### config.mk
export PLATFORM = sky130hd
export DESIGN_NAME = fifo_rd_stream
export DESIGN_NICKNAME = d
export VERILOG_FILES = /design/src/rtl/fifo_rd_stream.sv
export SDC_FILE = /design/constraint.sdc
export NUM_CORES = 1
export LEC_CHECK = 0
export ABC_AREA = 1
export CAP_MARGIN = 20
export CORE_MARGIN = 5
export CORE_UTILIZATION = 50
export DETAILED_ROUTE_END_ITERATION = 10
export DONT_BUFFER_PORTS = 1
export PLACE_DENSITY = 0.63
export REMOVE_ABC_BUFFERS = 1
export SYNTH_ARGS = -nofsm -noshare
export SYNTH_HDL_FRONTEND = slang
export SYNTH_SLANG_ARGS = --single-unit
### constraint.sdc
create_clock -name rclk -period 1.85 [get_ports rclk]
set_input_delay 0.37 -clock rclk [delete_from_list [all_inputs] [get_ports rclk]]
set_output_delay 0.37 -clock rclk [all_outputs]
set_load 0.02 [all_outputs]
### src/rtl/fifo_rd_stream.sv
// fifo_rd_stream: read-side drain stage behind the asynchronous FIFO.
// Issues FIFO reads against credit, absorbs the one-cycle RAM read
// latency in a two-entry skid buffer and presents a valid/ready stream.
//
// Handshake: a word moves on the stream when m_valid & m_ready are both
// high at a rising edge of rclk. m_valid is a function of registered
// state only; once raised, m_valid and m_data hold until that transfer.
module fifo_rd_stream #(
    parameter int DATA_W = 3,
    parameter int CNT_W  = 8
) (
    input  logic              rclk,
    input  logic              rrst,
    input  logic              fifo_empty,
    output logic              fifo_ren,
    input  logic [DATA_W-1:0] fifo_rdata,
    output logic              m_valid,
    input  logic              m_ready,
    output logic [DATA_W-1:0] m_data,
    output logic [1:0]        level,
    output logic [CNT_W-1:0]  xfer_cnt
);

    logic [1:0]        occ;
    logic              infl;
    logic [DATA_W-1:0] head;
    logic [DATA_W-1:0] tail;

    logic              pop;
    logic              push;
    logic [2:0]        credit_used;
    logic [2:0]        occ_sum;
    logic [1:0]        occ_next;

    assign m_valid = (occ != 2'd0);
    assign m_data  = head;
    assign level   = occ;

    // Credit check: a read may issue only if the word it returns will fit
    // after this cycle's pop; reset holds the read enable low.
    always_comb begin
        pop         = m_valid & m_ready;
        push        = infl;
        credit_used = {1'b0, occ} + {2'b00, infl};
        fifo_ren    = ~rrst & ~fifo_empty & (credit_used < (3'd2 + {2'b00, pop}));
        occ_sum     = credit_used - {2'b00, pop};
        occ_next    = occ_sum[1:0];
    end

    // Occupancy and in-flight tracking; a read issued now lands next cycle.
    always_ff @(posedge rclk) begin
        if (rrst) begin
            occ  <= 2'd0;
            infl <= 1'b0;
        end else begin
            occ  <= occ_next;
            infl <= fifo_ren;
        end
    end

    // Skid buffer data movement; push with occ = 2 is excluded by credit.
    always_ff @(posedge rclk) begin
        if (rrst) begin
            head <= '0;
            tail <= '0;
        end else if (push && !pop) begin
            if (occ == 2'd0) begin
                head <= fifo_rdata;
            end else begin
                tail <= fifo_rdata;
            end
        end else if (pop && !push) begin
            head <= tail;
        end else if (push && pop) begin
            head <= fifo_rdata;
        end
    end

    // Completed-transfer counter, wraps naturally at 2^CNT_W.
    always_ff @(posedge rclk) begin
        if (rrst) begin
            xfer_cnt <= '0;
        end else if (pop) begin
            xfer_cnt <= xfer_cnt + CNT_W'(1);
        end
    end

endmodule

==> results of run 1 <==
[worst register-to-register path: cells and delay by family (launching register included)]
family,cells,cell delay (ps)
flops,1,360
buf+inv,2,230
simple gates,6,820
[kinds of logic after synthesis]
group	share of synthesized area
AO/OA/AOI/OAI	0.0727
flip-flops	0.412
AND/OR/NAND/NOR	0.312
adder cells (fa/ha/maj)	0.0697
XOR/XNOR	0.0106
buffers and inverters	0.123
[through the flow]
step | power (W) | worst slack (ps) | cells
detailed placement | 0.00103 | 22.9 | 143
global placement | 0.00102 | 75.4 | 143
CTS | 0.00127 | -245 | 147
floorplan | 0.000870 | 39.7 | 120
global route | 0.00141 | -272 | 147
finish | 0.00131 | -203 | 147
[placed cells by master (no fill, tap or decap)]
cell,instances
nor3_1,1
nand3_1,6
buf_6,1
xor2_1,1
clkinv_2,1
ha_1,1
nor2_4,1
nand2_1,25
inv_2,2
dfxtp_1,15
nand4_1,3
inv_1,23
o21ai_0,9
buf_4,6
ha_4,2
dfxtp_2,1
a21oi_1,3
nor2_2,2
dfxtp_4,1
clkbuf_4,3
nand2_2,3
nor2_1,20
fa_2,1
[flip-flops by register name, summed over array words and instances, names as in the netlist]
| name | flops |
|---|---|
| m_data | 3 |
| tail | 3 |
| level | 2 |
| xfer_cnt | 8 |
| infl | 1 |
[power by group]
group	leakage (nW)	internal [W]	switching (W)
combinational	0.318	0.000214	0.000326
clock	0.0177	0.0000806	0.000129
sequential	0.139	0.000448	0.000112
[layer usage]
metal | global-route usage | share of wire | wire, µm | vias to the layer above
met5 | 0 | 0 | 0 | -
met2 | 0.240 | 0.48 | 824 | 14
met4 | 0.0723 | 0.013 | 23 | 0
li1 | - | - | - | 387
met3 | 0.0621 | 0.068 | 118 | 4
met1 | 0.183 | 0.44 | 756 | 317
[synthesized netlist by cell type]
cell type  instances  area, µm²
nor2_1            22       82.6
ha_1               3       37.5
fa_1               1       20.0
dfxtp_1           17        340
inv_2              1       3.75
inv_1             24       90.1
buf_4              1       7.51
nand2_1           26       97.6
o21ai_0            9       45.0
nor2_4             1       11.3
nor3_1             1       5.00
nand3_1            6       30.0
a21oi_1            3       15.0
nand4_1            3       18.8
nand2_2            2       12.5
xor2_1             1       8.76
[what timing repair did]
action | 4_1_cts | 5_1_grt
pin swaps | 3 | 4
setup endpoints to repair | 1 | 1
hold buffers | 0 | 0
resized for setup | 6 | 6
[worst paths after layout]
check | depth (start not counted) | startpoint | to | slack (ps)
max | 7 | level[0]$_SDFF_PP0_ | fifo_ren | -200
max reg2reg | 8 | level[1]$_SDFF_PP0_ | xfer_cnt[6]$_SDFFE_PP0N_ | 350
min reg2reg | 2 | tail[0]$_SDFFE_PP0P_ | tail[0]$_SDFFE_PP0P_ | 530
min | 1 | rrst | level[0]$_SDFF_PP0_ | 110
[final cells by class]
type                            count  area share
Tap cell                           16      0.0208
Sequential cell                    17       0.359
Inverter                           25      0.0975
Timing Repair Buffer                7      0.0585
Multi-Input combinational cell     78       0.436
Clock inverter                      1     0.00520
Clock buffer                        3      0.0234
==> metrics.md, run 1 <==
| Metric | Value |
|---|---|
| Outcome | finished with violations |
| Failing checks | setup timing |
| Layout area overhead | 16.5% |
| Final setup fails | 1 |
| Pleak | 0.475 nW |
| Setup crit end kind | primary output |
| H-tree levels | 1 |
| Syn Inst Count | 121 |
| Syn_area_per_cell | 6.82 µm² |
| Clk buf depth | 2 |
| Core Rows | 14 |
| Routed wire length | 1720 µm |
| Setup ws final | -203 ps |
| Register area share after synthesis | 0.412 |
| Io pins | 22 |
| Worst hold margin | 114 ps |
| Critical path type | flop to primary output |
| Inserted Clock Buffers | 3 |
| Synthesized cell area | 826 µm² |
| CP most frequent cell | ha_4 |
| Critical Path AT | 1680 ps |
| Setup crit start kind | flop |
| Max Cap Viol | 0 |
| Global-route usage over all layers | 0.154 |
| CP bufs+invs | 2 |
| Filler cells | 153 |
| Slew Viols, Final | 0 |
| Die area | 0.00256 mm² |
| Worst-path clk slew | 110 ps |
| Maximum vdd drop | 0.000990 V |
| First-pass GRT wire length | 3090 µm |
| RSZ-0062 raised after global routing | yes |
| Max transition margin | 0.754 |
| CTS tree | built |
| P per Cell Area | 1360 mW/mm² |
| Core area | 0.00154 mm² |
| HP Class | input pin to flop |
| Area of the multi-input gates | 419 µm² |
| Largest net degree at the start of global routing | 14 |
| Final hold violation count | 0 |
| Die height | 50.6 µm |
| Slowest CP cell | dfxtp_4 |
| Antenna violations before repair | 0 |
| Vias | 722 |
| Port Buffer Count | 0 |
| Seq. cell area | 345 µm² |
| Ratio of cells with drive above 1 in the final layout | 0.183 |
| Nets | 143 |
| Gp weighted congestion | 0.686 |
| DRT Pass-1 Iters | 3 |
| Residual DRC | 0 |
| N_diodes | 0 |
| Post-DP Area | 891 µm² |
| Crit-path max cell delay | 380 ps |
| GR Overflow Total | 0 |
| Tmin final | 2050 ps |
| Vias per std cell | 4.91 |
| Wirelength per Cell | 11.7 µm |
| Die width | 50.6 µm |
| Post-DP HPWL | 1310 µm |
| Worst Skew | 3.11 ps |
| Clock tree sinks | 17 |
| Post-CTS Setup Bufs | 0 |
| Least-Margin Pin Slew | 367 ps |
| Final Cycle Share | 1.11 |
| Unique masters post-synth | 16 |
| Clock root buffer | clkbuf_4 |
| FMAX | 487 MHz |
| Worst EP required | 1480 ps |
| Max FO, Critical Path | 3 |
| Initial core utilization | 0.536 |
| Final instance area | 962 µm² |
| Vias in the first global route | 730 |
| Initial DRC Count | 6 |
| Worst-skew pair later-pin latency | 300 ps |
| Synthesized flop and latch total | 17 |
| Yosys warnings | 0 |
| End-of-flow core utilization | 0.624 |
| Setup_tns | -203 ps |
| Antenna viol nets, final | 0 |
| Crit-path leading delay family | adder cells |
| CP cell instances | ha_4 -> inv_2 -> ha_4 -> fa_2 -> nand2_2 -> nor2_2 -> buf_6 |
No activity file was read; power rests on OpenSTA's default activity.
==> run 2: changes to the inputs <==
--- a/config.mk
+++ b/config.mk
@@ -9,9 +9,10 @@
 export CAP_MARGIN = 20
 export CORE_MARGIN = 5
 export CORE_UTILIZATION = 50
+export CTS_BUF_LIST = sky130_fd_sc_hd__clkbuf_16
 export DETAILED_ROUTE_END_ITERATION = 10
 export DONT_BUFFER_PORTS = 1
-export PLACE_DENSITY = 0.63
+export PLACE_DENSITY = 0.72
 export REMOVE_ABC_BUFFERS = 1
 export SYNTH_ARGS = -nofsm -noshare
 export SYNTH_HDL_FRONTEND = slang
==> run 2 against run 1 <==
  * Utilization increased by 7.6 points
  * Flip-flop and latch count unchanged
  * Setup slack improved by 66 ps
  * Sequential power about the same
  * First-iteration DRC count increased to 2.5 times the previous value
  * Hold slack improved by 62 ps
  * Largest power group is now combinational logic
  * Critical path type unchanged
  * The flow still finishes with violations (setup timing)
  * Power increased by 22%
==> metrics.md, run 2 (synthesis results as in run 1) <==
| Metric | Value |
|---|---|
| Outcome | finished with violations |
| Failing checks | setup timing |
| Critical path type | flop to primary output |
| Power after layout | 0.00161 W |
| First-pass GRT wire length | 3170 µm |
| Max FO, Critical Path | 3 |
| Setup crit end kind | primary output |
| Max reg flops | 8 |
| Crit-path leading delay family | adder cells |
| CP most frequent cell | ha_4 |
| R2R Setup Slk | -10 ps |
| Initial DRC Count | 15 |
| HP Class | input pin to flop |
| Die height | 50.6 µm |
| Critical Path AT | 1620 ps |
| Post-DP Area | 883 µm² |
| CP bufs+invs | 2 |
| Antenna viol nets, final | 0 |
| Post-DP HPWL | 1240 µm |
| Setup ws final | -137 ps |
| CTS tree | built |
| Hold buffer count at cts | 0 |
| Commonest non-fill, non-tap cell in the layout | nand2_1 |
| Core Rows | 14 |
| Crit-path max cell delay | 350 ps |
| Setup crit start kind | flop |
| Initial core utilization | 0.536 |
| Tmin final | 1990 ps |
| Antenna violations before repair | 0 |
| Routed wire length | 1860 µm |
| Residual DRC | 0 |
| Max transition margin | 0.758 |
| Slowest CP cell | dfxtp_4 |
| Io pins | 22 |
| DRT Pass-1 Iters | 4 |
| Worst Skew | 2.46 ps |
| WHS Path Cells | 1 |
| Final Cycle Share | 1.07 |
| Worst EP required | 1480 ps |
| Die area | 0.00256 mm² |
| H-tree levels | 1 |
| Core area | 0.00154 mm² |
| Worst hold margin | 175 ps |
| Maximum vdd drop | 0.00100 V |
| Pleak | 0.537 nW |
| Wirelength per Cell | 12.1 µm |
| WP depth | 7 |
| Most frequent cells in the layout | nand2_1 (25), inv_1 (24), nor2_1 (19), dfxtp_1 (15), buf_4 (10) |
| Die width | 50.6 µm |
| Worst R2R Start | level[0]$_SDFF_PP0_ |
| Worst-skew pair later-pin latency | 240 ps |
| Reg2Reg Depth | 12 |
| Nets | 150 |
| Final instance area | 0.00108 mm² |
| Inserted Clock Buffers | 3 |
| Clock root buffer | clkbuf_16 |
| Layout area overhead | 30.8% |
| P per Cell Area | 1490 mW/mm² |
| Max Cap Viol | 0 |
| Largest net degree at the start of global routing | 14 |
| Least-Margin Pin Slew | 360 ps |
| Vias | 795 |
| Global-route usage over all layers | 0.157 |
| RSZ-0062 raised after global routing | yes |
| GR Overflow Total | 0 |
| FF-to-FF End | infl$_SDFF_PP0_ |
| Gp weighted congestion | 0.799 |
| Vias in the first global route | 782 |
| Clock tree sinks | 17 |
| Final hold violation count | 0 |
| Vias per std cell | 5.16 |
| Hold Path Origin | fifo_empty |
| Port Buffer Count | 0 |
| Worst-path clk slew | 50 ps |
| FMAX | 503 MHz |
| Ratio of cells with drive above 1 in the final layout | 0.225 |
| N_diodes | 0 |
| Hold path endpoint | infl$_SDFF_PP0_ |
| Clk buf depth | 2 |
| Most flops, register | xfer_cnt |
| Slew Viols, Final | 0 |
| Final setup fails | 2 |
| CP cell instances | ha_4 -> inv_2 -> ha_4 -> fa_2 -> nand2_2 -> nor2_2 -> buf_6 |
| Setup_tns | -147 ps |
==> run 2: changes by cell type in the layout (fill, tap and decap cells not counted) <==
cell       previous run  this run
nor2_1               20        19
buf_6                 1         4
inv_1                23        24
nor2_2                2         3
buf_4                 6        10
clkinv_2              1         0
clkbuf_4              3         0
clkbuf_16             0         3
==> run 2: worst max path at each step <==
stage                        startpoint  endpoint  slack (ps)
floorplan           level[0]$_SDFF_PP0_  fifo_ren          40
global placement    level[0]$_SDFF_PP0_  fifo_ren          60
detailed placement  level[0]$_SDFF_PP0_  fifo_ren          30
CTS                 level[0]$_SDFF_PP0_  fifo_ren        -150
global route        level[0]$_SDFF_PP0_  fifo_ren        -190
finish              level[0]$_SDFF_PP0_  fifo_ren        -140
==> run 2: cell type report <==
| type | count | area (µm²) |
|---|---|---|
| fillers | 120 | 462 |
| multi-input cells | 78 | 422 |
| flip-flops and latches | 17 | 345 |
| repair buffers | 14 | 120 |
| inverters | 25 | 93.8 |
| clock buffers | 3 | 75.1 |
| well taps | 16 | 20.0 |
| clock inverters | 1 | 3.75 |
==> run 2: routing by layer <==
layer | vias to the layer above | track usage | share of wire
li1 | 402 | - | -
met1 | 366 | 0.154 | 0.35
met2 | 21 | 0.293 | 0.56
met3 | 6 | 0.0562 | 0.067
met4 | 0 | 0.0638 | 0.023
met5 | - | 0 | 0
==> run 2: repair_timing <==
item	in CTS	in global routing
buffers inserted	9	3
gates resized for setup	9	7
gates cloned	0	0
endpoints found under the setup margin	1	2
pin swaps	4	4
==> run 2: power breakdown <==
part           switching, W  internal (W)  total, W  leakage [nW]
registers          0.000111      0.000450  0.000560         0.139
clock network      0.000130      0.000286  0.000417        0.0423
logic              0.000348      0.000281  0.000628         0.356
total              0.000589       0.00102   0.00161         0.537
==> run 2: stage by stage <==
step	setup slack, ps	cells	utilization
2_1_floorplan	39.7	120	-
3_3_place_gp	61.6	142	0.573
3_5_place_dp	27.1	142	0.573
4_1_cts	-153	155	0.691
5_1_grt	-190	154	0.700
6_report	-137	154	0.700
==> run 3: changes to the inputs <==
--- a/config.mk
+++ b/config.mk
@@ -14,6 +14,7 @@
 export DONT_BUFFER_PORTS = 1
 export PLACE_DENSITY = 0.72
 export REMOVE_ABC_BUFFERS = 1
+export SETUP_SLACK_MARGIN = 0.3
 export SYNTH_ARGS = -nofsm -noshare
 export SYNTH_HDL_FRONTEND = slang
 export SYNTH_SLANG_ARGS = --single-unit
==> run 3 against run 2 <==
  * The run still ends with setup timing left
  * Global-route usage stayed put
  * Highest routed layer unchanged
  * Clock-buffer cell count stayed put
  * Power is 5.1% higher
  * Die area stayed put
  * Final cell count is 0.65% higher
  * Routed wire length is 13% higher
  * Clock skew is 1.5 ps lower
  * Setup slack worse by 39 ps
  * Utilization is 1.6 points higher
==> metrics.md, run 3 (synthesis results as in run 1) <==
| Metric | Value |
|---|---|
| Largest net degree at the start of global routing | 14 |
| Setup crit start kind | flop |
| Least-Margin Pin Slew | 383 ps |
| Tmin final | 2030 ps |
| Outcome | finished with violations |
| Area of the multi-input gates | 424 µm² |
| Residual DRC | 0 |
| First-pass GRT wire length | 3170 µm |
| Setup crit end kind | primary output |
| Most frequent cells in the layout | inv_1 (24), nand2_1 (24), nor2_1 (19), dfxtp_1 (15) |
| Nets | 151 |
| Most flops, register | xfer_cnt |
| Io pins | 22 |
| Layout area overhead | 33.8% |
| Wirelength per Cell | 13.6 µm |
| Failing checks | setup timing |
| H-tree levels | 1 |
| Worst EP required | 1480 ps |
| Clock root buffer | clkbuf_16 |
| Max reg flops | 8 |
| Setup ws final | -176 ps |
| Clk buf depth | 2 |
| Seq. cell area | 345 µm² |
| FMAX | 494 MHz |
| Slew Viols, Final | 0 |
| Vias per std cell | 5.19 |
| Die width | 50.6 µm |
| Count of non-filler cells in the finished layout | 155 |
| DRT Pass-1 Iters | 4 |
| Crit-path leading delay family | adder cells |
| Die height | 50.6 µm |
| Die area | 0.00256 mm² |
| Ratio of cells with drive above 1 in the final layout | 0.237 |
| Routed wire length | 2110 µm |
| CP cell instances | ha_4 -> inv_2 -> ha_4 -> fa_2 -> nand2_2 -> nor2_2 -> buf_6 |
| CTS tree | built |
| Max FO, Critical Path | 3 |
| Pleak | 0.547 nW |
| Hold buffer count at cts | 0 |
| Antenna violations before repair | 0 |
| P per Cell Area | 1530 mW/mm² |
| Initial DRC Count | 25 |
| Core Rows | 14 |
| Worst-path clk slew | 50 ps |
| Setup_tns | -273 ps |
| RSZ-0062 raised after global routing | yes |
| Core area | 0.00154 mm² |
| CP most frequent cell | ha_4 |
| Worst Skew | 1.01 ps |
| Critical Path AT | 1660 ps |
| Vias | 805 |
| Critical path type | flop to primary output |
| Max Cap Viol | 0 |
| Post-Place Cells | 142 |
| Maximum vdd drop | 0.000963 V |
| HP Class | input pin to flop |
| Final setup fails | 2 |
| Final hold violation count | 0 |
| Clock tree sinks | 17 |
| Post-DP HPWL | 1240 µm |
| N_diodes | 0 |
| Inserted Clock Buffers | 3 |
| Port Buffer Count | 0 |
| Gp weighted congestion | 0.799 |
| Vias in the first global route | 782 |
| Crit-path max cell delay | 350 ps |
| Antenna viol nets, final | 0 |
| GR Overflow Total | 0 |
| Max transition margin | 0.743 |
| CP bufs+invs | 2 |
| Initial core utilization | 0.536 |
| Final Cycle Share | 1.09 |
| Filler cells | 118 |
| Global-route usage over all layers | 0.157 |
| Slowest CP cell | dfxtp_4 |
| Worst-skew pair later-pin latency | 240 ps |
[run 3: cell types whose count changed in the layout (fill, tap and decap cells not counted)]
cell,before,now
nand2_1,25,24
nand2_2,3,4
o21ai_1,0,1
buf_4,10,7
o21ai_0,9,8
buf_6,4,8
[run 3: routing by layer]
| layer | global-route usage | vias to the layer above | part of all wire | wire length (µm) |
|---|---|---|---|---|
| li1 | - | 403 | - | - |
| met1 | 0.154 | 378 | 0.35 | 749 |
| met2 | 0.293 | 20 | 0.57 | 1200 |
| met3 | 0.0562 | 4 | 0.062 | 130 |
| met4 | 0.0638 | 0 | 0.013 | 28 |
| met5 | 0 | - | 0 | 0 |
[run 3: layout make-up]
class | count | share of cell area
multi-input cells | 78 | 0.384
well taps | 16 | 0.0181
clock inverters | 1 | 0.00340
inverters | 25 | 0.0849
flip-flops and latches | 17 | 0.313
repair buffers | 15 | 0.129
clock buffers | 3 | 0.0680
[run 3: power breakdown]
| part | total (W) | internal (W) | switching (W) | leakage, nW |
|---|---|---|---|---|
| combinational | 0.000703 | 0.000320 | 0.000383 | 0.365 |
| clock | 0.000423 | 0.000287 | 0.000137 | 0.0423 |
| sequential | 0.000562 | 0.000449 | 0.000112 | 0.139 |
| total | 0.00169 | 0.00106 | 0.000632 | 0.547 |
[run 3: through the flow]
step	area (µm²)	setup slack [ps]	power, W	hold slack, ps	util
finish	1100	-176	0.00169	175	0.717
global route	1100	-224	0.00180	173	0.717
CTS	1060	-153	0.00159	175	0.691
detailed placement	883	27.1	0.00102	439	0.573
global placement	883	61.6	0.00101	438	0.573
floorplan	818	39.7	0.000870	437	-
[run 3: worst reg2reg max path: cells and delay by family (launching register included)]
family        cells  cell delay, ps
flops             1             350
buf+inv           8             610
fa+ha+maj         3             750
simple gates      2             130
[run 3: path summary, 6_finish.rpt]
path | startpoint | end | slack (ps) | depth (start not counted)
setup reg to reg | level[0]$_SDFF_PP0_ | infl$_SDFF_PP0_ | -100 | 13
hold / removal | fifo_empty | infl$_SDFF_PP0_ | 170 | 1
hold reg to reg | tail[0]$_SDFFE_PP0P_ | tail[0]$_SDFFE_PP0P_ | 520 | 2
setup / recovery | level[0]$_SDFF_PP0_ | fifo_ren | -180 | 7
[run 3: timing repair]
item                       CTS  global route
resized for setup            9            13
setup endpoints to repair    1             6
setup buffers                9             0
pin swaps                    4             4
